[config.mk]
export PLATFORM = sky130hd
export DESIGN_NAME = load_store_unit
export DESIGN_NICKNAME = d
export VERILOG_FILES = /design/src/rtl/lsu_pkg.sv /design/src/rtl/load_store_unit_lane_align.sv /design/src/rtl/load_store_unit.sv
export SDC_FILE = /design/constraint.sdc
export NUM_CORES = 1
export LEC_CHECK = 0
export CORE_MARGIN = 10
export CORE_UTILIZATION = 45
export DETAILED_ROUTE_END_ITERATION = 8
export PLACE_DENSITY = 0.81
export SYNTH_ARGS = -nofsm -noshare
export SYNTH_HDL_FRONTEND = slang
export SYNTH_SLANG_ARGS = --single-unit
[constraint.sdc]
create_clock -name clk -period 3.2 [get_ports clk]
set_input_delay 0.48 -clock clk [delete_from_list [all_inputs] [get_ports clk]]
set_output_delay 0.48 -clock clk [all_outputs]
set_load 0.03 [all_outputs]
[src/rtl/lsu_pkg.sv]
// Shared definitions for the load/store unit: funct3 width/sign codes,
// FSM state encoding, bus width and helpers for op legality and alignment.
package lsu_pkg;

    localparam int ADDR_W = 32;

    localparam logic [2:0] F3_B  = 3'b000;
    localparam logic [2:0] F3_H  = 3'b001;
    localparam logic [2:0] F3_W  = 3'b010;
    localparam logic [2:0] F3_BU = 3'b100;
    localparam logic [2:0] F3_HU = 3'b101;

    typedef enum logic [1:0] {
        IDLE   = 2'd0,
        ACCESS = 2'd1,
        DONE   = 2'd2
    } lsu_state_e;

    // Unsigned variants exist only for loads.
    function automatic logic f3_legal(input logic [2:0] f3, input logic is_store);
        logic ok;
        case (f3)
            F3_B, F3_H, F3_W: ok = 1'b1;
            F3_BU, F3_HU:     ok = !is_store;
            default:          ok = 1'b0;
        endcase
        return ok;
    endfunction

    // Width is carried in funct3[1:0]; only illegal codes reach 2'b11.
    function automatic logic f3_misaligned(input logic [2:0] f3, input logic [1:0] lane);
        logic mis;
        case (f3[1:0])
            2'b01:   mis = lane[0];
            2'b10:   mis = (lane != 2'b00);
            default: mis = 1'b0;
        endcase
        return mis;
    endfunction

endpackage

[src/rtl/load_store_unit_lane_align.sv]
// lsu_lane_align: purely combinational byte-lane logic.
//   Store side: replicates store_data across lanes and builds byte strobes
//     st_funct3, st_lane, st_is_store, store_data -> wdata, wstrb
//   Load side: shifts the read word down by lane and sign/zero-extends
//     ld_funct3, ld_lane, rdata -> load_ext
module lsu_lane_align
    import lsu_pkg::*;
(
    input  logic [2:0]        st_funct3,
    input  logic [1:0]        st_lane,
    input  logic              st_is_store,
    input  logic [ADDR_W-1:0] store_data,
    output logic [ADDR_W-1:0] wdata,
    output logic [3:0]        wstrb,
    input  logic [2:0]        ld_funct3,
    input  logic [1:0]        ld_lane,
    input  logic [ADDR_W-1:0] rdata,
    output logic [ADDR_W-1:0] load_ext
);

    logic [ADDR_W-1:0] shifted;

    always_comb begin
        wdata = store_data;
        wstrb = 4'hF;
        case (st_funct3)
            F3_B: begin
                wdata = {4{store_data[7:0]}};
                wstrb = 4'b0001 << st_lane;
            end
            F3_H: begin
                wdata = {2{store_data[15:0]}};
                wstrb = 4'b0011 << st_lane;
            end
            default: begin
                wdata = store_data;
                wstrb = 4'hF;
            end
        endcase
        if (!st_is_store) begin
            wstrb = 4'h0;
        end
    end

    always_comb begin
        shifted  = rdata >> {ld_lane, 3'b000};
        load_ext = shifted;
        case (ld_funct3)
            F3_B:    load_ext = {{24{shifted[7]}}, shifted[7:0]};
            F3_H:    load_ext = {{16{shifted[15]}}, shifted[15:0]};
            F3_BU:   load_ext = {24'h0, shifted[7:0]};
            F3_HU:   load_ext = {16'h0, shifted[15:0]};
            default: load_ext = shifted;
        endcase
    end

endmodule

[src/rtl/load_store_unit.sv]
// load_store_unit: memory-access stage. Forms ea = base + imm, runs a single
// load or store over a req/ack data bus and returns extended load data.
//   start/mem_read/mem_write/funct3/base/imm/store_data : request from pipeline
//   busy, done, err, load_data                          : status/result to CPU
//   bus_req/bus_we/bus_addr/bus_wdata/bus_wstrb         : data-memory request
//   bus_rdata/bus_ack                                   : data-memory response
//
// state  | meaning
// IDLE   | waiting for start; requests checked and latched here
// ACCESS | bus_req held, waiting for bus_ack or timeout
// DONE   | done pulse with err valid, back to IDLE next cycle
module load_store_unit
    import lsu_pkg::*;
#(
    parameter int TIMEOUT_CYCLES = 16,
    parameter int ADDR_W         = lsu_pkg::ADDR_W
) (
    input  logic              clk,
    input  logic              rst_n,
    input  logic              start,
    input  logic              mem_read,
    input  logic              mem_write,
    input  logic [2:0]        funct3,
    input  logic [ADDR_W-1:0] base,
    input  logic [ADDR_W-1:0] imm,
    input  logic [ADDR_W-1:0] store_data,
    output logic              busy,
    output logic              done,
    output logic              err,
    output logic [ADDR_W-1:0] load_data,
    output logic              bus_req,
    output logic              bus_we,
    output logic [ADDR_W-1:0] bus_addr,
    output logic [ADDR_W-1:0] bus_wdata,
    output logic [3:0]        bus_wstrb,
    input  logic [ADDR_W-1:0] bus_rdata,
    input  logic              bus_ack
);

    localparam logic [7:0] CNT_LAST = 8'(TIMEOUT_CYCLES - 1);

    lsu_state_e        state_q, state_d;
    logic [7:0]        cnt_q, cnt_d;
    logic              busy_q, busy_d;
    logic              done_q, done_d;
    logic              err_q, err_d;
    logic [ADDR_W-1:0] load_data_q, load_data_d;
    logic              bus_req_q, bus_req_d;
    logic              bus_we_q, bus_we_d;
    logic [ADDR_W-1:0] bus_addr_q, bus_addr_d;
    logic [ADDR_W-1:0] bus_wdata_q, bus_wdata_d;
    logic [3:0]        bus_wstrb_q, bus_wstrb_d;
    logic [2:0]        f3_q, f3_d;
    logic [1:0]        lane_q, lane_d;
    logic              is_load_q, is_load_d;

    logic [ADDR_W-1:0] ea;
    logic              req_valid;
    logic              req_bad;
    logic [ADDR_W-1:0] al_wdata;
    logic [3:0]        al_wstrb;
    logic [ADDR_W-1:0] al_load;

    assign ea = base + imm;

    lsu_lane_align u_align (
        .st_funct3  (funct3),
        .st_lane    (ea[1:0]),
        .st_is_store(mem_write),
        .store_data (store_data),
        .wdata      (al_wdata),
        .wstrb      (al_wstrb),
        .ld_funct3  (f3_q),
        .ld_lane    (lane_q),
        .rdata      (bus_rdata),
        .load_ext   (al_load)
    );

    // A request with neither direction set is a no-op, not an error.
    assign req_valid = start && (mem_read || mem_write);
    assign req_bad   = (mem_read && mem_write)
                     || !f3_legal(funct3, mem_write)
                     || f3_misaligned(funct3, ea[1:0]);

    always_comb begin
        state_d     = state_q;
        cnt_d       = cnt_q;
        done_d      = 1'b0;
        err_d       = 1'b0;
        load_data_d = load_data_q;
        bus_req_d   = bus_req_q;
        bus_we_d    = bus_we_q;
        bus_addr_d  = bus_addr_q;
        bus_wdata_d = bus_wdata_q;
        bus_wstrb_d = bus_wstrb_q;
        f3_d        = f3_q;
        lane_d      = lane_q;
        is_load_d   = is_load_q;

        case (state_q)
            IDLE: begin
                cnt_d = 8'd0;
                if (req_valid) begin
                    if (req_bad) begin
                        state_d = DONE;
                        done_d  = 1'b1;
                        err_d   = 1'b1;
                    end else begin
                        state_d     = ACCESS;
                        bus_req_d   = 1'b1;
                        bus_we_d    = mem_write;
                        bus_addr_d  = {ea[ADDR_W-1:2], 2'b00};
                        bus_wdata_d = al_wdata;
                        bus_wstrb_d = al_wstrb;
                        f3_d        = funct3;
                        lane_d      = ea[1:0];
                        is_load_d   = mem_read;
                    end
                end
            end
            ACCESS: begin
                // An ack on the last allowed cycle still counts as success.
                if (bus_ack) begin
                    state_d   = DONE;
                    done_d    = 1'b1;
                    bus_req_d = 1'b0;
                    bus_we_d  = 1'b0;
                    if (is_load_q) begin
                        load_data_d = al_load;
                    end
                end else if (cnt_q == CNT_LAST) begin
                    state_d   = DONE;
                    done_d    = 1'b1;
                    err_d     = 1'b1;
                    bus_req_d = 1'b0;
                    bus_we_d  = 1'b0;
                end else begin
                    cnt_d = cnt_q + 8'd1;
                end
            end
            DONE: begin
                state_d = IDLE;
                cnt_d   = 8'd0;
            end
            default: begin
                state_d   = IDLE;
                bus_req_d = 1'b0;
                bus_we_d  = 1'b0;
            end
        endcase

        busy_d = (state_d != IDLE);
    end

    always_ff @(posedge clk or negedge rst_n) begin
        if (!rst_n) begin
            state_q     <= IDLE;
            cnt_q       <= 8'd0;
            busy_q      <= 1'b0;
            done_q      <= 1'b0;
            err_q       <= 1'b0;
            load_data_q <= '0;
            bus_req_q   <= 1'b0;
            bus_we_q    <= 1'b0;
            bus_addr_q  <= '0;
            bus_wdata_q <= '0;
            bus_wstrb_q <= 4'h0;
            f3_q        <= 3'b000;
            lane_q      <= 2'b00;
            is_load_q   <= 1'b0;
        end else begin
            state_q     <= state_d;
            cnt_q       <= cnt_d;
            busy_q      <= busy_d;
            done_q      <= done_d;
            err_q       <= err_d;
            load_data_q <= load_data_d;
            bus_req_q   <= bus_req_d;
            bus_we_q    <= bus_we_d;
            bus_addr_q  <= bus_addr_d;
            bus_wdata_q <= bus_wdata_d;
            bus_wstrb_q <= bus_wstrb_d;
            f3_q        <= f3_d;
            lane_q      <= lane_d;
            is_load_q   <= is_load_d;
        end
    end

    assign busy      = busy_q;
    assign done      = done_q;
    assign err       = err_q;
    assign load_data = load_data_q;
    assign bus_req   = bus_req_q;
    assign bus_we    = bus_we_q;
    assign bus_addr  = bus_addr_q;
    assign bus_wdata = bus_wdata_q;
    assign bus_wstrb = bus_wstrb_q;

endmodule

==> results of run 1 <==
power groups by stage:
stage / Sequential [W] / Combinational, W / Clock, W
after CTS: 0.00251 / 0.00419 / 0.00213
after detailed placement: 0.00252 / 0.00417 / 0
final: 0.00251 / 0.00416 / 0.00210
after global routing: 0.00259 / 0.00445 / 0.00220
after global placement: 0.00250 / 0.00412 / 0
after floorplan: 0.00358 / 0.00121 / 0
logic make-up (layout without fill, tap and decap cells):
group | count (synthesis) | count (layout) | synth area share (%)
mux | 38 | 38 | 5.53
compound gates | 228 | 228 | 20.7
flops | 119 | 119 | 42.1
other cells | 1 | 2 | 0.0530
fa+ha+maj | 36 | 36 | 6.47
buf+inv | 63 | 333 | 3.53
simple gates | 281 | 281 | 17.8
xor+xnor | 31 | 31 | 3.84
cells in the mapped netlist (3+ instances only):
cell type	count
dfrtp_1	119
o22a_1	10
nor2b_1	18
a221oi_1	8
xor2_1	16
nand2_1	116
ha_1	35
nor3_1	10
o21ai_1	6
nand3_1	14
clkbuf_1	37
buf_2	5
a22oi_1	8
o21a_1	8
xnor2_1	15
o21ai_0	65
mux2i_1	29
nand2b_1	5
a21o_1	12
buf_1	5
a21oi_1	58
a211o_1	4
nor2_1	85
o31ai_2	3
and3_1	6
mux2_2	9
a211oi_1	14
a31oi_1	11
inv_1	14
nand4_1	6
critical path, cell delays in order:
cell and delay, ns:
clkdlybuf4s50_1 0.46, ha_1 0.20, inv_1 0.06, fa_1 0.38, and2b_1 0.25, o31ai_2 0.10
a21oi_4 0.17, a41oi_4 0.14, or4_1 0.60, a21bo_1 0.21, and3_1 0.17, nor4_2 0.12
flip-flops by register name (all words and copies together), names as in the netlist:
name       flops
bus_wstrb      4
cnt_q          8
state_q        2
busy           1
err            1
is_load_q      1
lane_q         2
bus_addr      30
bus_req        1
bus_wdata     32
bus_we         1
f3_q           3
load_data     32
done           1
cell type report:
cell class                      count  area [sq um]
Inverter                           14          52.6
Clock inverter                     13           201
Clock buffer                       19           453
Multi-Input combinational cell    616          3880
Fill cell                        1219          4680
Tap cell                          211           264
Sequential cell                   119          2980
Timing Repair Buffer              287          2800
stage by stage:
step / worst slack, ns / cell area [sq um]
floorplan: 0.338 / 7080
global placement: -0.209 / 9960
detailed placement: -0.246 / 9960
CTS: 0.154 / 10600
global route: 0.0494 / 10600
finish: 0.182 / 10600
repair_timing:
action / 4_1_cts / 5_1_grt
setup endpoints to repair: 0 / 1
hold buffers: 1 / 0
resized for setup: 0 / 1
hold endpoints to repair: 12 / 0
final timing paths:
check | end | slack, ns | cells past startpoint
max in group asynchronous | bus_wdata[13]$_DFFE_PN0P_ | 1.80 | 3
worst max-delay path | bus_addr[30]$_DFFE_PN0P_ | 0.18 | 12
min in group asynchronous | cnt_q[6]$_DFFE_PN0P_ | 0.50 | 2
worst max register to register | load_data[15]$_DFFE_PN0P_ | 0.68 | 5
worst min register to register | bus_wdata[5]$_DFFE_PN0P_ | 0.47 | 2
worst min-delay path | bus_wdata[5]$_DFFE_PN0P_ | 0.47 | 2
metal layers:
layer  routed length, microns  vias up  part of all wire (%)  GRT usage (%)
met4                      380        0                   1.6           6.27
met5                        0        -                     0              0
met3                     1910       31                   8.2           7.95
met1                     9770     3219                    42           25.4
li1                         -     3337                     -              -
met2                    11100      266                    48           35.8
==> results.json, run 1 <==
{
  "clockBufferDepth": 2,
  "setup_tns_ns": 0,
  "endpoint_kind": "flip-flop",
  "grt_pass1_vias": 6934,
  "swShare_pct": 39.6,
  "fin_cells": 1279,
  "cts_setup_buffers": 0,
  "period_share_pct": 94.3,
  "synth.avg_cell_area_sq_um": 8.88,
  "drive_gt1_share_pct": 9.83,
  "clkPwrFrac_pct": 24.0,
  "worstSetupStartpointType": "input port",
  "grt_util_all_layers_pct": 21.5,
  "synth_edf_count": 0,
  "status": "finished clean",
  "postSynth.asyncResetShare_pct": 100,
  "hold_slack_ns": 0.472,
  "core-area_sq_um": 15300,
  "intPower_w": 0.00530,
  "required_ns": 3.52,
  "cts.sinks": 119,
  "cts_tree": "built",
  "fmax_mhz": 331,
  "tightest_slew_ns": 1.22,
  "hp-class": "flip-flop to flip-flop",
  "finalSetupViolCount": 0,
  "yosys.area.top_type_share_pct": 42.1,
  "rsz0062_at_grt": "false",
  "dr_total_vias": 6853,
  "final_common_cell": "clkdlybuf4s50_1",
  "p_per_area_nw_per_um2": 824,
  "ys_types": 63,
  "clock_latency_ns": 0.41,
  "die_w_microns": 145,
  "htree_levels": 4,
  "most-common-layout-cells": "clkdlybuf4s50_1, dfrtp_1, nand2_1",
  "drc_errors": 0,
  "hold_start": "bus_wdata[5]$_DFFE_PN0P_",
  "fp.dieH_microns": 145,
  "fin_crit_ns": 3.02,
  "dp.cells": 1246,
  "n_antenna_cell": 0,
  "slew_viol_final": 0,
  "p_sw_w": 0.00347,
  "syn_inst": 797,
  "utilization_pct": 69.4,
  "grt_pass1_wl_microns": 37100,
  "slew_headroom_pct": 18.1,
  "cts_buffers": 17,
  "yosys_warnings": 0,
  "pin_count": 242,
  "synth_area_leaders": "dfrtp_1, ha_1, nand2_1, o21ai_0, nor2_1",
  "gp_congestion": 0.876,
  "critical_path_class": "input port to flip-flop",
  "grt.overflow.total": 0,
  "syn_to_final_growth_pct": 50.2,
  "ys_seq_area_share_pct": 42.1,
  "drtIter0Drc": 392,
  "hold_viol": 0,
  "power.leakage_nw": 4.67,
  "crit_start": "base[0]",
  "r2r-start": "lane_q[0]$_DFFE_PN0P_",
  "p_comb_share_pct": 47.4,
  "path_clk_slew_ns": 0.06,
  "antenna_found_initial": 1,
  "viasPerCell": 5.36,
  "syn-cell-area_sq_um": 7080,
  "worst_ep_arrival_time_ns": 3.34,
  "crit_fanout": 3,
  "ys_ff_latch": 119,
  "port_buffers": 239,
  "yosysTopAreaCell": "dfrtp_1",
  "die-area_sq_um": 21100,
  "pwr-share-seq_pct": 28.6,
  "root_buffer": "clkbuf_16",
  "fin_skew_ns": 0.00667,
  "wl_per_cell_microns": 18.1,
  "start_util_pct": 46.2,
  "synth_ff_type": "dfrtp_1",
  "ir_drop_uv": 510,
  "grt_max_degree": 56,
  "ant_nets": 0,
  "power_w": 0.00877,
  "final_nets": 1228,
  "first_pass_iters": 5,
  "routed_wl_microns": 23100,
  "dpl.hpwl_microns": 18200,
  "rows": 45,
  "drv_cap": 0
}
Power figures use the tool's default switching activity.
==> inputs of run 2 (changes only) <==
CORE_UTILIZATION = 50   (was 45)
PLACE_DENSITY = 0.89   (was 0.81)
==> run 2 against run 1 <==
Net effect: cell count is 3.2% lower; worst hold slack got worse by 0.30 ns; worst setup slack worse by 0.0062 ns; first-iteration DRC count rose by 0.51%; register-to-register slack better by 0.41 ns; clock skew increased by 0.00097 ns; sequential share of layout area is 0.35 points higher; sequential cell count is the same; largest power group unchanged.
==> results.json, run 2 (synthesis results as in run 1) <==
{
  "intPower_w": 0.00525,
  "fin_crit_ns": 3.02,
  "first_pass_iters": 6,
  "setup_tns_ns": 0,
  "routed_wl_microns": 24300,
  "n_antenna_cell": 0,
  "clockBufferDepth": 2,
  "pin_count": 242,
  "fmax_mhz": 331,
  "start_util_pct": 51.0,
  "place_ws_ns": -0.215,
  "slew_viol_final": 0,
  "cts_resized": 0,
  "grt_max_degree": 63,
  "swShare_pct": 40.2,
  "htree_levels": 4,
  "cts_buffers": 17,
  "cts_hold_buf": 0,
  "grt_pass1_vias": 7455,
  "fin_ws_ns": 0.176,
  "crit_fanout": 6,
  "worst_ep_arrival_time_ns": 3.34,
  "grt_pass1_wl_microns": 38800,
  "fin_skew_ns": 0.00764,
  "antenna_found_initial": 0,
  "path_clk_slew_ns": 0.05,
  "pwr-share-seq_pct": 28.9,
  "most-common-layout-cells": "clkdlybuf4s50_1, dfrtp_1, nand2_1",
  "gp_congestion": 0.924,
  "slew_headroom_pct": 40.7,
  "cts_setup_buffers": 0,
  "grt_util_all_layers_pct": 24.6,
  "syn_to_final_growth_pct": 48.4,
  "period_share_pct": 94.5,
  "p_comb_share_pct": 47.6,
  "slowest_delay_ns": 0.59,
  "power.leakage_nw": 4.62,
  "port_buffers": 239,
  "hold_viol": 0,
  "dpl.hpwl_microns": 18800,
  "slowest_stage": "or4_1",
  "die_w_microns": 139,
  "required_ns": 3.52,
  "drv_cap": 0,
  "p_sw_w": 0.00353,
  "endpoint_kind": "flip-flop",
  "drive_gt1_share_pct": 8.70,
  "die-area_sq_um": 19300,
  "final_common_cell": "clkdlybuf4s50_1",
  "rsz0062_at_grt": "false",
  "status": "finished clean",
  "grt.overflow.total": 0,
  "drc_errors": 0,
  "worstSetupStartpointType": "input port",
  "final_nets": 1218,
  "clock_latency_ns": 0.42,
  "cts_tree": "built",
  "tightest_slew_ns": 0.890,
  "dr_total_vias": 7100,
  "ir_drop_uv": 542,
  "finalSetupViolCount": 0,
  "ant_nets": 0,
  "rows": 43,
  "clkPwrFrac_pct": 23.5,
  "viasPerCell": 5.74,
  "fp.dieH_microns": 139,
  "crit_chain": "clkdlybuf4s50_1 > ha_1 > inv_1 > fa_1 > and2b_1 > o31ai_2 > a21oi_4 > a41oi_4 > or4_1 > a21bo_1 > and3_1 > nor4_2",
  "root_buffer": "clkbuf_16",
  "critical_path_class": "input port to flip-flop",
  "wl_per_cell_microns": 19.7,
  "core-area_sq_um": 13900,
  "hp-class": "input port to async pin",
  "drtIter0Drc": 394,
  "p_per_area_nw_per_um2": 836,
  "cts.sinks": 119
}
## run 2: area by class of cell
class	count	area, sq um
inverter	14	52.6
multi-input combinational	616	3880
timing repair buffer	277	2740
clock buffer	24	492
clock inverter	8	143
sequential	119	2980
fill	981	3380
tap	180	225
## run 2: critical path, delay by kind of cell
| kind | cells | cell delay [ns] |
|---|---|---|
| simple gates | 4 | 1.11 |
| compound gates | 4 | 0.64 |
| fa+ha+maj | 2 | 0.57 |
| buf+inv | 2 | 0.54 |
## run 2: power groups by stage
stage          Combinational, W  Clock [W]  Sequential [W]
6_report                0.00418    0.00207         0.00254
5_1_grt                 0.00446    0.00214         0.00261
4_1_cts                 0.00420    0.00208         0.00253
3_5_place_dp            0.00418          0         0.00254
3_3_place_gp            0.00410          0         0.00250
2_1_floorplan           0.00121          0         0.00358
## run 2: final timing paths
check	end	from	slack (ns)	cells after the start
max in group asynchronous	bus_addr[25]$_DFFE_PN0P_	rst_n	2.38	2
worst max register to register	load_data[25]$_DFFE_PN0P_	lane_q[0]$_DFFE_PN0P_	1.09	9
worst min-delay path	load_data[7]$_DFFE_PN0P_	rst_n	0.17	1
worst min register to register	bus_addr[4]$_DFFE_PN0P_	bus_addr[4]$_DFFE_PN0P_	0.46	2
min in group clk	bus_addr[4]$_DFFE_PN0P_	bus_addr[4]$_DFFE_PN0P_	0.46	2
worst max-delay path	bus_addr[30]$_DFFE_PN0P_	base[0]	0.18	12
## run 2: layer usage
layer / track usage [%] / vias to the layer above / wire, microns / part of all wire [%]
li1: - / 3322 / - / -
met1: 28.9 / 3365 / 9560 / 39
met2: 40.1 / 354 / 11600 / 48
met3: 7.60 / 59 / 2330 / 9.6
met4: 11.4 / 0 / 864 / 3.5
met5: 0 / - / 0 / 0
## run 2: metrics by stage
stage	total power, W	hold slack [ns]	area, sq um	std cells	util [%]
2_1_floorplan	0.00479	0.184	7080	798	-
3_3_place_gp	0.00661	0.450	9870	1206	71.1
3_5_place_dp	0.00671	0.455	9870	1206	71.1
4_1_cts	0.00880	0.204	10500	1238	75.7
5_1_grt	0.00921	0.235	10500	1238	75.7
6_report	0.00879	0.169	10500	1238	75.7
